File: config.mk
export PLATFORM = sky130hd
export DESIGN_NAME = mips_cpu_lsu_ctrl
export DESIGN_NICKNAME = d
export VERILOG_FILES = /design/src/rtl/mips_cpu_lsu_ctrl.sv
export SDC_FILE = /design/constraint.sdc
export NUM_CORES = 1
export LEC_CHECK = 0
export BUFFER_PORTS_ARGS = -buffer_cell sky130_fd_sc_hd__buf_2
export CORE_UTILIZATION = 35
export DETAILED_ROUTE_END_ITERATION = 6
export GPL_ROUTABILITY_DRIVEN = 0
export MAX_ROUTING_LAYER = met4
export PLACE_DENSITY = 0.6
export SLEW_MARGIN = 20
export SYNTH_ARGS = -nofsm -noshare
export SYNTH_HDL_FRONTEND = slang
export SYNTH_SLANG_ARGS = --single-unit
File: constraint.sdc
create_clock -name clk -period 6.6 [get_ports clk]
set_clock_uncertainty 0.15 [all_clocks]
set_input_delay 0.99 -clock clk [delete_from_list [all_inputs] [get_ports clk]]
set_output_delay 0.99 -clock clk [all_outputs]
set_load 0.02 [all_outputs]
File: src/rtl/mips_cpu_lsu_ctrl.sv
// Purpose : multi-cycle load/store sequencer between the MEM stage and an Avalon-style data bus.
// Latency : from the request-sampling edge, load 3 cycles, store 2, rejected request 1; each waitrequest cycle adds 1.
// Backpr. : holds the bus command stable while mem_waitrequest=1 and stalls the pipeline until cpu_done.
//
// Ports:
//   clk, reset            rising-edge clock, asynchronous active-high reset
//   cpu_valid/write/op    request strobe, store flag, access opcode (LB..LWR / SB,SH,SW)
//   cpu_addr/wdata/rt_old byte address, store data, current rt for the LWL/LWR merge
//   cpu_stall/done        pipeline hold, one-cycle completion pulse
//   cpu_rdata/addr_err    registered load result, error flag (qualified by cpu_done)
//   mem_*                 Avalon-style master: word address, read/write strobes,
//                         byteenable, writedata, readdata (latency 1), waitrequest
//
// Build option: LSU_UNALIGNED_TRAP_EN - when defined, misaligned LH/LHU/SH/LW/SW are
// rejected with cpu_addr_err and no bus cycle. When undefined, halfword accesses use
// offset {addr[1],0}, word accesses ignore addr[1:0], and only illegal ops are rejected.

module mips_cpu_lsu_ctrl #(
    parameter int AW = 32
) (
    input  logic          clk,
    input  logic          reset,
    input  logic          cpu_valid,
    input  logic          cpu_write,
    input  logic [2:0]    cpu_op,
    input  logic [AW-1:0] cpu_addr,
    input  logic [31:0]   cpu_wdata,
    input  logic [31:0]   cpu_rt_old,
    output logic          cpu_stall,
    output logic          cpu_done,
    output logic [31:0]   cpu_rdata,
    output logic          cpu_addr_err,
    output logic [AW-1:0] mem_address,
    output logic          mem_read,
    output logic          mem_write,
    output logic [3:0]    mem_byteenable,
    output logic [31:0]   mem_writedata,
    input  logic [31:0]   mem_readdata,
    input  logic          mem_waitrequest
);

    typedef enum logic [1:0] {
        IDLE      = 2'd0,
        ACCESS    = 2'd1,
        WAIT_DATA = 2'd2,
        DONE      = 2'd3
    } state_t;

    localparam logic [2:0] OP_B   = 3'b000;
    localparam logic [2:0] OP_BU  = 3'b001;
    localparam logic [2:0] OP_H   = 3'b010;
    localparam logic [2:0] OP_HU  = 3'b011;
    localparam logic [2:0] OP_BAD = 3'b100;
    localparam logic [2:0] OP_W   = 3'b101;
    localparam logic [2:0] OP_WL  = 3'b110;
    localparam logic [2:0] OP_WR  = 3'b111;

    state_t state, state_nxt;

    // Request latched in IDLE; everything the access needs lives here so the
    // cpu_* inputs may change freely once the request has been taken.
    logic          wr_q;
    logic [2:0]    op_q;
    logic [1:0]    k_q;
    logic [AW-1:0] addr_q;
    logic [3:0]    be_q;
    logic [31:0]   wd_q;
    logic [31:0]   rt_q;
    logic          err_q;
    logic [31:0]   rdata_q;

    // ------------------------------------------------------------------
    // Request decode (combinational on cpu_* inputs, used only in IDLE)
    // ------------------------------------------------------------------
    logic        req_take;
    logic        req_is_half;
    logic        req_is_word;
    logic        req_illegal;
    logic        req_misalign;
    logic        req_err;
    logic [1:0]  req_k;
    logic [3:0]  req_be;
    logic [31:0] req_wd;

    always_comb begin
        req_is_half  = (cpu_op == OP_H) || (cpu_op == OP_HU);
        req_is_word  = (cpu_op == OP_W);
        req_illegal  = (cpu_op == OP_BAD) ||
                       (cpu_write && !((cpu_op == OP_B) || (cpu_op == OP_H) || (cpu_op == OP_W)));
`ifdef LSU_UNALIGNED_TRAP_EN
        req_misalign = (req_is_half && cpu_addr[0]) ||
                       (req_is_word && (cpu_addr[1:0] != 2'b00));
`else
        req_misalign = 1'b0;
`endif
        req_err = req_illegal || req_misalign;

        // Effective byte offset: halfwords snap to an even lane pair, words to
        // lane 0. With the trap enabled the dropped bits are already known zero.
        if (req_is_word) begin
            req_k = 2'b00;
        end else if (req_is_half) begin
            req_k = {cpu_addr[1], 1'b0};
        end else begin
            req_k = cpu_addr[1:0];
        end

        req_be = 4'b1111;
        req_wd = cpu_wdata;
        if (cpu_write) begin
            case (cpu_op)
                OP_B: begin
                    req_be = 4'b0001 << req_k;
                    req_wd = {4{cpu_wdata[7:0]}};
                end
                OP_H: begin
                    req_be = req_k[1] ? 4'b1100 : 4'b0011;
                    req_wd = {2{cpu_wdata[15:0]}};
                end
                default: begin
                    req_be = 4'b1111;
                    req_wd = cpu_wdata;
                end
            endcase
        end
    end

    assign req_take = (state == IDLE) && cpu_valid;

    // ------------------------------------------------------------------
    // Load result: lane extraction, extension and LWL/LWR merge
    // ------------------------------------------------------------------
    logic [31:0] rd_shr;
    logic [4:0]  lwl_sh;
    logic [4:0]  lwr_sh;
    logic [31:0] load_res;

    always_comb begin
        lwr_sh   = {k_q, 3'b000};
        // 8*(3-k) == 8*~k for a 2-bit k
        lwl_sh   = {~k_q, 3'b000};
        rd_shr   = mem_readdata >> lwr_sh;
        load_res = mem_readdata;
        case (op_q)
            OP_B:    load_res = {{24{rd_shr[7]}}, rd_shr[7:0]};
            OP_BU:   load_res = {24'h000000, rd_shr[7:0]};
            OP_H:    load_res = {{16{rd_shr[15]}}, rd_shr[15:0]};
            OP_HU:   load_res = {16'h0000, rd_shr[15:0]};
            OP_W:    load_res = mem_readdata;
            // LWL keeps the low 8*(3-k) bits of rt; k=3 degenerates to a plain load
            OP_WL:   load_res = (mem_readdata << lwl_sh) | (rt_q & ~(32'hFFFF_FFFF << lwl_sh));
            // LWR keeps the high 8*k bits of rt; k=0 degenerates to a plain load
            OP_WR:   load_res = rd_shr | (rt_q & ~(32'hFFFF_FFFF >> lwr_sh));
            default: load_res = mem_readdata;
        endcase
    end

    // ------------------------------------------------------------------
    // FSM
    // ------------------------------------------------------------------
    always_ff @(posedge clk or posedge reset) begin
        if (reset) begin
            state <= IDLE;
        end else begin
            state <= state_nxt;
        end
    end

    always_comb begin
        state_nxt = state;
        case (state)
            IDLE: begin
                if (cpu_valid) begin
                    state_nxt = req_err ? DONE : ACCESS;
                end
            end
            ACCESS: begin
                if (!mem_waitrequest) begin
                    state_nxt = wr_q ? DONE : WAIT_DATA;
                end
            end
            WAIT_DATA: state_nxt = DONE;
            DONE:      state_nxt = IDLE;
            default:   state_nxt = IDLE;
        endcase
    end

    // ------------------------------------------------------------------
    // Request capture and result register
    // ------------------------------------------------------------------
    always_ff @(posedge clk or posedge reset) begin
        if (reset) begin
            wr_q   <= 1'b0;
            op_q   <= 3'b000;
            k_q    <= 2'b00;
            addr_q <= '0;
            be_q   <= 4'b0000;
            wd_q   <= 32'h0;
            rt_q   <= 32'h0;
            err_q  <= 1'b0;
        end else if (req_take) begin
            wr_q   <= cpu_write;
            op_q   <= cpu_op;
            k_q    <= req_k;
            addr_q <= {cpu_addr[AW-1:2], 2'b00};
            be_q   <= req_be;
            wd_q   <= req_wd;
            rt_q   <= cpu_rt_old;
            err_q  <= req_err;
        end
    end

    // Only a completed read updates the result; rejected requests and stores
    // leave the previous load value visible.
    always_ff @(posedge clk or posedge reset) begin
        if (reset) begin
            rdata_q <= 32'h0;
        end else if (state == WAIT_DATA) begin
            rdata_q <= load_res;
        end
    end

    // ------------------------------------------------------------------
    // Outputs: strobes decode straight from the state register so an
    // asynchronous reset drops them without waiting for a clock edge.
    // ------------------------------------------------------------------
    assign cpu_done       = (state == DONE);
    assign cpu_addr_err   = cpu_done && err_q;
    assign cpu_stall      = cpu_valid && !cpu_done;
    assign cpu_rdata      = rdata_q;
    assign mem_read       = (state == ACCESS) && !wr_q;
    assign mem_write      = (state == ACCESS) && wr_q;
    assign mem_address    = addr_q;
    assign mem_byteenable = be_q;
    assign mem_writedata  = wd_q;

endmodule

; Word-level counts from Yosys, hierarchy flattened
; Index checks and enable logic that the tools add are counted.
[classes]
n_bitwise = 7
shift = 5
n_eq_ne = 14
mux = 13
n_reduce_logical = 17
[op_table]
columns = op, count
row1 = $pmux W32 S6, 1
row2 = $and A32 B32 Y32, 2
row3 = $not A32 Y32, 2
row4 = $or A32 B32 Y32, 2
row5 = $pmux W32 S2, 1
row6 = $mux W32, 1
row7 = $shl A32 B5 Y32, 1
row8 = $shl A32 B5 Y32 const A, 1
row9 = $shr A32 B5 Y32, 1
row10 = $shr A32 B5 Y32 const A, 1
row11 = $eq A3 B2 Y1 const B, 4
row12 = $eq A3 B3 Y1 const B, 4
row13 = $mux W2, 4
row14 = $mux W4, 2
row15 = $pmux W2 S4, 1
row16 = $pmux W4 S2, 1
row17 = $logic_and A1 B1 Y1, 6
row18 = $logic_not A3 Y1, 2
row19 = $eq A2 B2 Y1 const B, 2
row20 = $logic_or A1 B1 Y1, 4
row21 = $ne A2 B2 Y1 const B, 2
row22 = $shl A1 B2 Y4 const A, 1
row23 = $eq A3 B1 Y1 const B, 1
row24 = $logic_not A1 Y1, 3
row25 = other kinds (5), 6
[totals]
register_bits = 139
elab_cells = 66

; Logic depth before layout (Yosys ltp)
; Gate-level depths: netlist of run 1.
[depth]
ltp_word = 9
ltp_mapped = 7
mapped_depth_nobuf = 5

; Worst setup path after synthesis of run 1
; No wires, ideal clock.
[synth_path]
path_type = input to output
start = in cpu_valid
end = out cpu_stall
slack_ns = 4.145
arrival_ns = 1.315
n_path_buf = 0
stages = 2
cell_sequence = inv_1 -> nor2_1
[synth_via]
elab_chain_len = 1
[synth_lines]
columns = item, line_no
row1 = start: declaration, 23  ; input logic cpu_valid,
row2 = $logic_and A1 B1 Y1, 229  ; assign cpu_stall = cpu_valid && !cpu_done;
row3 = end: declaration, 29  ; output logic cpu_stall,
; Every way passes these cells.

; Worst setup path after layout of run 1
[layout_path]
start = reg state[0]
end = reg rdata_q[21], in the netlist cpu_rdata[21]
[layout_via]
elab_chain_len = 1
[layout_lines]
columns = item, line_no
row1 = start: declaration, 58  ; state_t state, state_nxt;
row2 = start signal: assignment, 165  ; state <= state_nxt;
row3 = $eq A2 B2 Y1, 218  ; end else if (state == WAIT_DATA) begin
row4 = end signal: assignment, 219  ; rdata_q <= load_res;
row5 = end: declaration, 70  ; logic [31:0] rdata_q;
; Every way passes these cells.
; A chain may end at the register's enable or synchronous reset.

==> results_dict.tcl, run 1 <==
set metrics [dict create \
    pwr-share-clk_pct 22.2 \
    p_switching_mw 2.14 \
    cts_setup_buffers 0 \
    pre_cts_slack_ns 3.91 \
    ant_nets 0 \
    wl_per_cell_um 17.8 \
    dieArea_mm2 0.0221 \
    critical_path_buf_inv_count 2 \
    rsz0062_at_grt "false" \
    die_w_um 149 \
    internal_power_mw 2.75 \
    setup_viol_count_final 0 \
    drt_drc_violations_left 0 \
    drtPass1Iterations 5 \
    core_area_mm2 0.0210 \
    required_ns 6.73 \
    r2r_setup_slack_ns 3.94 \
    ctsResizeCount 0 \
    clock_latency_ns 0.43 \
    grt_pass1_vias 6480 \
    cp_slowest_cell "a211oi_4" \
    fin_crit_ns 2.66 \
    std_cell_rows 53 \
    vias 6768 \
    hold_viol 0 \
    grt_first_pass_wirelength_um 36600 \
    worstPathCellList "inv_1, ha_2, buf_4, o311ai_2, a211oi_4, a221oi_2" \
    relSlewSlack_pct 27.1 \
    yosysTopAreaCell "dfrtp_1" \
    hold_end "mem_address[6]" \
    synth_area_mm2 0.00752 \
    start_kind "flip-flop" \
    drive_gt1_share_pct 29.3 \
    synth_edf_count 0 \
    postLayoutSetupSlackWorst_ns 3.94 \
    r2r_cells 6 \
    power_density_mw_per_mm2 513 \
    fin_crit_sh_pct 40.3 \
    synthArstFlopShare_pct 100 \
    swShare_pct 43.8 \
    tightest_slew_ns 1.09 \
    layout.nets 1182 \
    synth_cells 835 \
    drt_iter0_drc 418 \
    min-delay-start "mem_address[6]" \
    cp_max_fo 66 \
    p_seq_share_pct 31.4 \
    vias_per_cell 5.07 \
    p_leak_nw 4.64 \
    ir_worst_vdd_mv 0.275 \
    arrival_ns 2.79 \
    antenna_found_initial 7 \
    holdPathStages 2 \
    synth_top_cell_area_share_pct 46.2 \
    ys_seq_area_share_pct 46.2 \
    cts_hold_buf 0 \
    io_pins 241 \
    avgSynthCellArea_um2 9.01 \
    start_util_pct 35.8 \
    slew_viol_final 0 \
    critPathTopFamily "compound AO/OA/AOI/OAI gates" \
    combPwrFrac_pct 46.4 \
    fin_tns_setup_ns 0 \
    yosys-top-cells-area "dfrtp_1 46%, nand2_1 12%, mux2i_1 8.3%, o21ai_0 5.1%, a22oi_1 2.6%" \
    cts_buffers 17 \
    hpwl_um 16500 \
    cts-htree-levels 4 \
    path_depth 6 \
    path_class "reg2reg" \
    endpoint_kind "flip-flop" \
    grt_max_degree 109 \
    io_buffers 238 \
    reg2reg_from "state[0]" \
    ys.flop_type "dfrtp_1" \
    area_growth_pct 26.8 \
    nFillCells 2079 \
    overflow 0 \
    yosys_warnings 0 \
    run_status "finished, final reports clean" \
    r2r_end "cpu_rdata[21]" \
    hold_class "reg2reg" \
    die_y_um 149 \
    drv_cap 0 \
    cts_tree "yes" \
    cts_root_buf "clkbuf_16" \
    clockBufferDepth 2 \
    cts.sinks 139 \
    clk_pin_slew_ns 0.07 \
    grt.total_usage_pct 22.6 \
    clock.fmax_ghz 0.376 \
    netlist-cell-type-count 47 \
    wirelength_um 23800 \
    slowest_delay_ns 0.58 \
    ys_seq_elements 139 \
]
## tightest hold or removal path, delay by kind of cell, from the launching register on
kind | cells | cell delay [ns]
DFF | 1 | 0.34
and+or+nand+nor | 2 | 0.10
## cell families after synthesis
group / after synthesis / share of synthesized area [%]
compound gates: 203 / 18.1
fa+ha+maj: 5 / 0.832
buf+inv: 99 / 5.86
flops: 139 / 46.2
mux: 72 / 10.9
other cells: 1 / 0.0499
simple gates: 316 / 18.0
## stage by stage
| stage | cell area [um2] | power, mW | cells | utilization, % | hold slack, ns |
|---|---|---|---|---|---|
| detailed placement | 8840 | 3.81 | 1296 | 42.1 | 0.308 |
| finish | 9540 | 4.90 | 1336 | 45.4 | 0.324 |
| global route | 9540 | 5.23 | 1336 | 45.4 | 0.340 |
| floorplan | 7520 | 3.13 | 836 | - | 0.292 |
| global placement | 8840 | 3.78 | 1296 | 42.1 | 0.304 |
| CTS | 9490 | 4.91 | 1328 | 45.2 | 0.330 |
## layout make-up
cell class / count / area, um2 / area share (%)
diodes: 7 / 17.5 / 0.184
multi-input cells: 598 / 3620 / 38.0
well taps: 275 / 344 / 3.61
clock inverters: 15 / 224 / 2.35
flip-flops and latches: 139 / 3480 / 36.5
inverters: 39 / 151 / 1.59
repair buffers: 246 / 1270 / 13.3
clock buffers: 17 / 425 / 4.46
## layer usage
metal | wire length (um) | GRT usage, %
met1 | 10700 | 29.7
met2 | 10900 | 33.6
met3 | 1880 | 7.06
met4 | 280 | 5.93
met5 | 0 | -
## cell usage in the layout (no fill, tap or decap), types with 2 or more instances in the layout
master / instances
buf_2: 238
nand2_1: 234
dfrtp_1: 138
o21ai_0: 77
mux2i_1: 62
inv_1: 37
a22oi_1: 26
nand2b_1: 26
nor2_1: 24
a31oi_1: 19
o21a_1: 17
o22ai_1: 17
clkbuf_16: 17
a21oi_1: 12
nor2b_1: 11
mux4_2: 8
a221oi_2: 8
a41oi_1: 8
inv_6: 8
diode_2: 7
o2bb2ai_1: 7
buf_4: 7
and2_1: 5
nand3_1: 4
ha_1: 4
bufinv_16: 4
o2111ai_1: 3
inv_8: 3
o21ai_1: 2
nor3b_1: 2
nor3b_2: 2
mux2_2: 2
conb_1: 2
## cell usage after synthesis, types with 4 or more instances
cell type	n
a21oi_1	12
nor2_1	24
a41oi_1	8
ha_1	5
o21a_1	17
buf_4	4
and2_1	6
buf_2	10
nor2b_1	11
nand3_1	4
a31oi_1	19
inv_1	38
dfrtp_1	139
o2bb2ai_1	7
nand2b_1	26
a22oi_1	26
mux4_2	8
clkbuf_1	39
mux2i_1	62
o21ai_0	77
o22ai_1	17
nand2_1	235
a221oi_2	8
## power groups by stage
stage | logic (mW) | registers, mW | clock network [mW]
after global placement | 2.24 | 1.54 | 0
final | 2.27 | 1.54 | 1.08
after floorplan | 1.33 | 1.80 | 0
after detailed placement | 2.27 | 1.54 | 0
after CTS | 2.27 | 1.54 | 1.11
after global routing | 2.50 | 1.59 | 1.14
## state kept, by name, summed over array words and instances (netlist names)
signal and cells:
cpu_rdata 32, mem_writedata 32, rt_q 32, mem_address 30
mem_byteenable 4, op_q 3, k_q 2, state 2
err_q 1, wr_q 1
## how the worst max path moves through the flow
stage               startpoint                end
floorplan                reset       cpu_rdata[0]
global placement         reset             k_q[0]
detailed placement   cpu_valid  mem_byteenable[0]
CTS                   state[1]          mem_write
global route          state[0]      cpu_rdata[21]
finish                state[0]      cpu_rdata[21]
Note: power is estimated with default switching activity, not from simulation.
==> run 2, diff against run 1 <==
Settings changed: ABC_AREA set to 1, PLACE_DENSITY 0.6 to 0.61.
Clock period 6.6 ns to 2.4 ns, I/O delays scaled along.
==> run 2 against run 1 <==
Compared with the run above:
- the run now ends with DRC left
- die area up 5.0%
- worst hold slack worse by 0.32 ns
- critical endpoint is now mem_read
- sequential power rose to 2.7 times the previous value
- critical path depth down 1
- non-clock buffer count up 73
==> results_dict.tcl, run 2 <==
set metrics [dict create \
    dieArea_mm2 0.0232 \
    clk_pin_slew_ns 0.07 \
    drv_cap 0 \
    power_density_mw_per_mm2 1320 \
    fin_cells 1733 \
    area_growth_pct 34.1 \
    die_w_um 152 \
    reg2reg_from "op_q[1]" \
    r2r_setup_slack_ns 0.43 \
    place_inst 1633 \
    endpoint_kind "primary output" \
    yosys-top-cells-area "dfrtp_1 44%, nand2_1 25%, o21ai_0 5.0%, nand3_1 4.5%, inv_1 3.8%" \
    relSlewSlack_pct 53.8 \
    avgSynthCellArea_um2 6.86 \
    hold_viol 0 \
    grt_max_degree 90 \
    fin_tns_setup_ns 0 \
    pwr-share-clk_pct 18.9 \
    slew_viol_final 0 \
    antenna_found_initial 5 \
    cts_tree "yes" \
    ys_seq_elements 139 \
    required_ns 1.89 \
    path_class "reg2out" \
    synth_top_cell_area_share_pct 44.0 \
    setup_viol_count_final 0 \
    cts-htree-levels 4 \
    ys_seq_area_share_pct 44.0 \
    synth_common_cells "536 x nand2_1, 139 x dfrtp_1, 81 x inv_1, 79 x o21ai_0, 73 x nor2_1" \
    rsz0062_at_grt "false" \
    wl_per_cell_um 15.3 \
    failed_checks "DRC" \
    ys.flop_type "dfrtp_1" \
    layout_commonest_cell "nand2_1" \
    cts.sinks 139 \
    io_pins 241 \
    grt_pass1_vias 8314 \
    clock_latency_ns 0.43 \
    synth_edf_count 0 \
    tightest_slew_ns 0.691 \
    r2r_end "cpu_rdata[21]" \
    std_cell_rows 54 \
    fin_crit_ns 2.01 \
    synth_area_mm2 0.00790 \
    die_y_um 152 \
    ir_worst_vdd_mv 0.740 \
    overflow 0 \
    hold_end "rt_q[9]" \
    grt.total_usage_pct 24.2 \
    ant_nets 0 \
    p_leak_nw 6.01 \
    yosysTopAreaCell "dfrtp_1" \
    r2r_cells 8 \
    start_kind "flip-flop" \
    wirelength_um 26500 \
    netlist-cell-type-count 36 \
    cts_root_buf "clkbuf_16" \
    drive_gt1_share_pct 22.7 \
    synthArstFlopShare_pct 100 \
    holdPathStages 3 \
    min-delay-start "cpu_rt_old[9]" \
    grt_first_pass_wirelength_um 43000 \
    core_area_mm2 0.0220 \
    hold_class "in2reg" \
    clock.fmax_ghz 0.497 \
    p_switching_mw 6.72 \
    cp_max_fo 5 \
    p_seq_share_pct 29.8 \
    ctsResizeCount 0 \
    fin_crit_sh_pct 83.9 \
    final_cell_mix "536 x nand2_1, 238 x buf_2, 139 x dfrtp_1" \
    drt_iter0_drc 681 \
    hpwl_um 18800 \
    layout.nets 1576 \
    clockBufferDepth 2 \
    vias_per_cell 4.86 \
    io_buffers 238 \
    drt_drc_violations_left 9 \
    run_status "finished with violations" \
    internal_power_mw 7.26 \
    cts_buffers 17 \
    swShare_pct 48.0 \
    yosysMostFrequentCell "nand2_1" \
    drtPass1Iterations 7 \
    vias 8415 \
    start_util_pct 36.0 \
    arrival_ns 1.50 \
    synth_cells 1151 \
    yosys_warnings 0 \
    combPwrFrac_pct 51.3 \
]
[run 2: cell count changes after synthesis, moves of 25 or more]
cell      delta
inv_1       +43
a21oi_1     +25
mux2i_1     -62
nor2_1      +49
nand2b_1    -26
nand3_1     +67
a22oi_1     -26
nand2_1    +301
[run 2: timing repair]
action                                 in CTS  in global routing
hold buffers                               63                  0
buffers inserted                            0                  0
endpoints found under the hold margin      85                  0
[run 2: critical path, stage by stage (launching register included)]
cell and delay [ns]:
dfrtp_1 0.41, inv_1 0.15, ha_1 0.22, inv_1 0.05
nor2_1 0.08, buf_2 0.17
[run 2: worst max path at each step]
stage | start | end | slack [ns]
detailed placement | state[1] | mem_byteenable[2] | 0.43
global route | state[1] | mem_byteenable[3] | 0.24
global placement | state[1] | mem_byteenable[2] | 0.49
finish | state[1] | mem_read | 0.39
floorplan | reset | cpu_rdata[0] | 0.15
CTS | state[1] | mem_read | 0.37
[run 2: power groups by stage]
stage,clock network [mW],registers (mW),logic (mW)
after detailed placement,0,4.17,7.07
final,2.63,4.17,7.17
after global placement,0,4.17,7.00
after floorplan,0,4.98,4.09
after CTS,2.69,4.17,7.17
after global routing,2.81,4.32,8.00
[run 2: layer usage]
layer | vias up | share of wire (%) | GRT usage, %
met5 | - | 0 | -
met4 | 0 | 2.6 | 9.86
met3 | 57 | 8.8 | 6.46
met2 | 382 | 45 | 37.5
met1 | 3812 | 44 | 29.9
li1 | 4164 | - | -
[run 2: metrics by stage]
step	power [mW]	area, um2	setup slack [ns]	hold slack, ns	util (%)
floorplan	9.08	7910	0.155	0.299	-
global placement	11.2	9360	0.487	0.308	42.6
detailed placement	11.2	9360	0.431	0.309	42.6
CTS	14.0	10600	0.370	0.00430	48.2
global route	15.1	10600	0.239	0.0121	48.2
finish	14.0	10600	0.387	0.00854	48.2
[run 2: logic make-up (layout without fill, tap and decap cells)]
kind of cell               count (synthesis)  count (layout)  synth area share, %
buffers and inverters                    147             443                 8.20
adders and majority gates                  5               5                0.792
other                                      1               7               0.0475
and+or+nand+nor                          720             720                 37.6
AOI/OAI and AO/OA                        139             139                 9.36
DFF                                      139             139                 44.0
[run 2: area by class of cell]
type | instances | area [um2]
fillers | 2240 | 11400
multi-input cells | 866 | 3780
flip-flops and latches | 139 | 3480
repair buffers | 319 | 2030
clock buffers | 18 | 439
inverters | 92 | 355
well taps | 280 | 350
clock inverters | 14 | 148
diodes | 5 | 12.5
==> run 3, diff against run 2 <==
Settings changed: ABC_AREA 1 to 0, PLACE_DENSITY 0.61 to 0.62.
Clock period 2.4 ns to 1.8 ns, I/O delays scaled along.
==> run 3 against run 2 <==
Compared with the run above:
- the flow finishes with violations (setup timing)
- clock-buffer cell count is the same
- global-route usage increased by 1.1 points
- first-iteration DRC count is 44% lower
- combinational power is 52% higher
- sequential cell count is the same
- sequential power grew 33%
- sequential share of layout area down 2.8 points
- utilization rose by 6.9 points
- cell area is 9.5% higher
- critical path depth rose by 1
- wire length is 0.69% lower
- non-clock buffer count increased by 98
- critical path type is now reg2reg
- largest power group unchanged
- highest routed layer unchanged
==> results_dict.tcl, run 3 (synthesis gave the netlist of run 1 again) <==
set metrics [dict create \
    hpwl_um 18100 \
    cts_buffers 17 \
    fin_crit_ns 1.97 \
    fin_hold_ws_ns 0.0104 \
    clockBufferDepth 2 \
    ir_worst_vdd_mv 0.866 \
    die_w_um 149 \
    cp_max_fo 8 \
    worstPathCellList "buf_12, mux2i_4, o311ai_4, a211oi_4, buf_12, a221oi_2" \
    layout.nets 1353 \
    final_cell_mix "234 x buf_2, 233 x nand2_1, 136 x dfrtp_1" \
    drv_cap 0 \
    slowest_delay_ns 0.51 \
    failed_checks "setup timing" \
    cts.sinks 139 \
    p_leak_nw 5.54 \
    multi_input_area_mm2 0.00398 \
    rsz0062_at_grt "true" \
    core_area_mm2 0.0210 \
    seq_area_mm2 0.00348 \
    clk_pin_slew_ns 0.07 \
    fin_util_pct 55.2 \
    cts-htree-levels 4 \
    grt_max_degree 90 \
    crit_top_cell "buf_12" \
    pre_cts_slack_ns -0.134 \
    die_y_um 149 \
    io_buffers 238 \
    hold_class "in2reg" \
    grt_first_pass_wirelength_um 41700 \
    power_mw 20.1 \
    required_ns 1.98 \
    drt_drc_violations_left 0 \
    dieArea_mm2 0.0221 \
    vias 7629 \
    setup_viol_count_final 22 \
    io_pins 241 \
    start_util_pct 35.8 \
    arrival_ns 2.15 \
    critical_path_buf_inv_count 2 \
    cts_root_buf "clkbuf_16" \
    clock.fmax_ghz 0.509 \
    slew_viol_final 0 \
    hold_viol 0 \
    path_class "reg2reg" \
    postLayoutSetupSlackWorst_ns -0.166 \
    drive_gt1_share_pct 36.2 \
    overflow 0 \
    run_status "finished with violations" \
    wl_per_cell_um 17.6 \
    grt.total_usage_pct 25.3 \
    start_kind "flip-flop" \
    drt_iter0_drc 380 \
    drtPass1Iterations 7 \
    fin_crit_sh_pct 109 \
    grt_pass1_vias 7654 \
    endpoint_kind "flip-flop" \
    cts_tree "yes" \
    critPathTopFamily "compound AO/OA/AOI/OAI gates" \
    ant_nets 0 \
    area_growth_pct 54.3 \
    power_density_mw_per_mm2 1730 \
    vias_per_cell 5.08 \
    wirelength_um 26400 \
    antenna_found_initial 0 \
    clock_latency_ns 0.43 \
    nFillCells 1868 \
    layout_commonest_cell "buf_2" \
    cp_slowest_cell "dfrtp_2" \
    std_cell_rows 53 \
]
-- run 3: cell types whose count changed in the layout (fill, tap and decap cells not counted), moves of 18 or more --
cell           change
nand2_1          -303
a22oi_1           +24
mux2i_1           +48
nand2b_1          +19
nand3_1           -67
a21oi_1           -26
buf_4             +46
nor2_1            -52
inv_1             -44
buf_6             +18
dlygate4sd3_1     +28
-- run 3: area by class of cell --
cell class / count / share of cell area [%]
tap: 275 / 2.97
timing repair buffer: 417 / 26.1
antenna: 1 / 0.0216
clock buffer: 18 / 3.79
inverter: 39 / 1.29
clock inverter: 14 / 1.53
multi-input combinational: 598 / 34.3
sequential: 139 / 30.0
-- run 3: repair_timing --
action / CTS / global route
endpoints found under the hold margin: 229 / 0
resized for setup: 39 / 50
setup buffers: 9 / 7
setup endpoints to repair: 36 / 72
hold buffers: 91 / 0
pin swaps: 5 / 11
-- run 3: routing by layer --
| metal | vias up | part of all wire [%] | track usage [%] |
|---|---|---|---|
| met1 | 3649 | 43 | 31.9 |
| met4 | 0 | 2.3 | 8.40 |
| met2 | 324 | 49 | 40.9 |
| met5 | - | 0 | - |
| met3 | 43 | 6.4 | 4.48 |
| li1 | 3613 | - | - |
-- run 3: worst paths after layout --
| path | endpoint | start | slack, ns | cells past startpoint |
|---|---|---|---|---|
| setup / recovery | cpu_rdata[16] | k_q[0] | -0.17 | 6 |
| hold / removal | mem_writedata[24] | cpu_wdata[24] | 0.01 | 3 |
| setup reg to reg | cpu_rdata[16] | k_q[0] | -0.17 | 6 |
| hold reg to reg | mem_address[14] | mem_address[14] | 0.32 | 2 |
| max in group asynchronous | k_q[0] | reset | 0.74 | 4 |
| min in group asynchronous | mem_writedata[28] | reset | 0.37 | 4 |
-- run 3: per-stage QoR --
stage	cell area, um2	instances	setup TNS (ns)
after floorplan	7630	836	-49.54
after global placement	9590	1363	-1.94
after detailed placement	9590	1363	-2.68
after CTS	11400	1494	-1.67
after global routing	11600	1500	-3.61
final	11600	1501	-2.39
-- run 3: report_power, final --
| group | leakage, nW | internal, mW | total (mW) | switching (mW) |
|---|---|---|---|---|
| Combinational | 3.53 | 4.70 | 10.9 | 6.17 |
| Clock | 0.299 | 2.03 | 3.67 | 1.64 |
| Sequential | 1.70 | 4.62 | 5.55 | 0.922 |
-- run 3: worst register-to-register path: stages (launching register included) --
cell and delay [ns]:
dfrtp_2 0.51, buf_12 0.17, mux2i_4 0.19, o311ai_4 0.35
a211oi_4 0.07, buf_12 0.17, a221oi_2 0.27
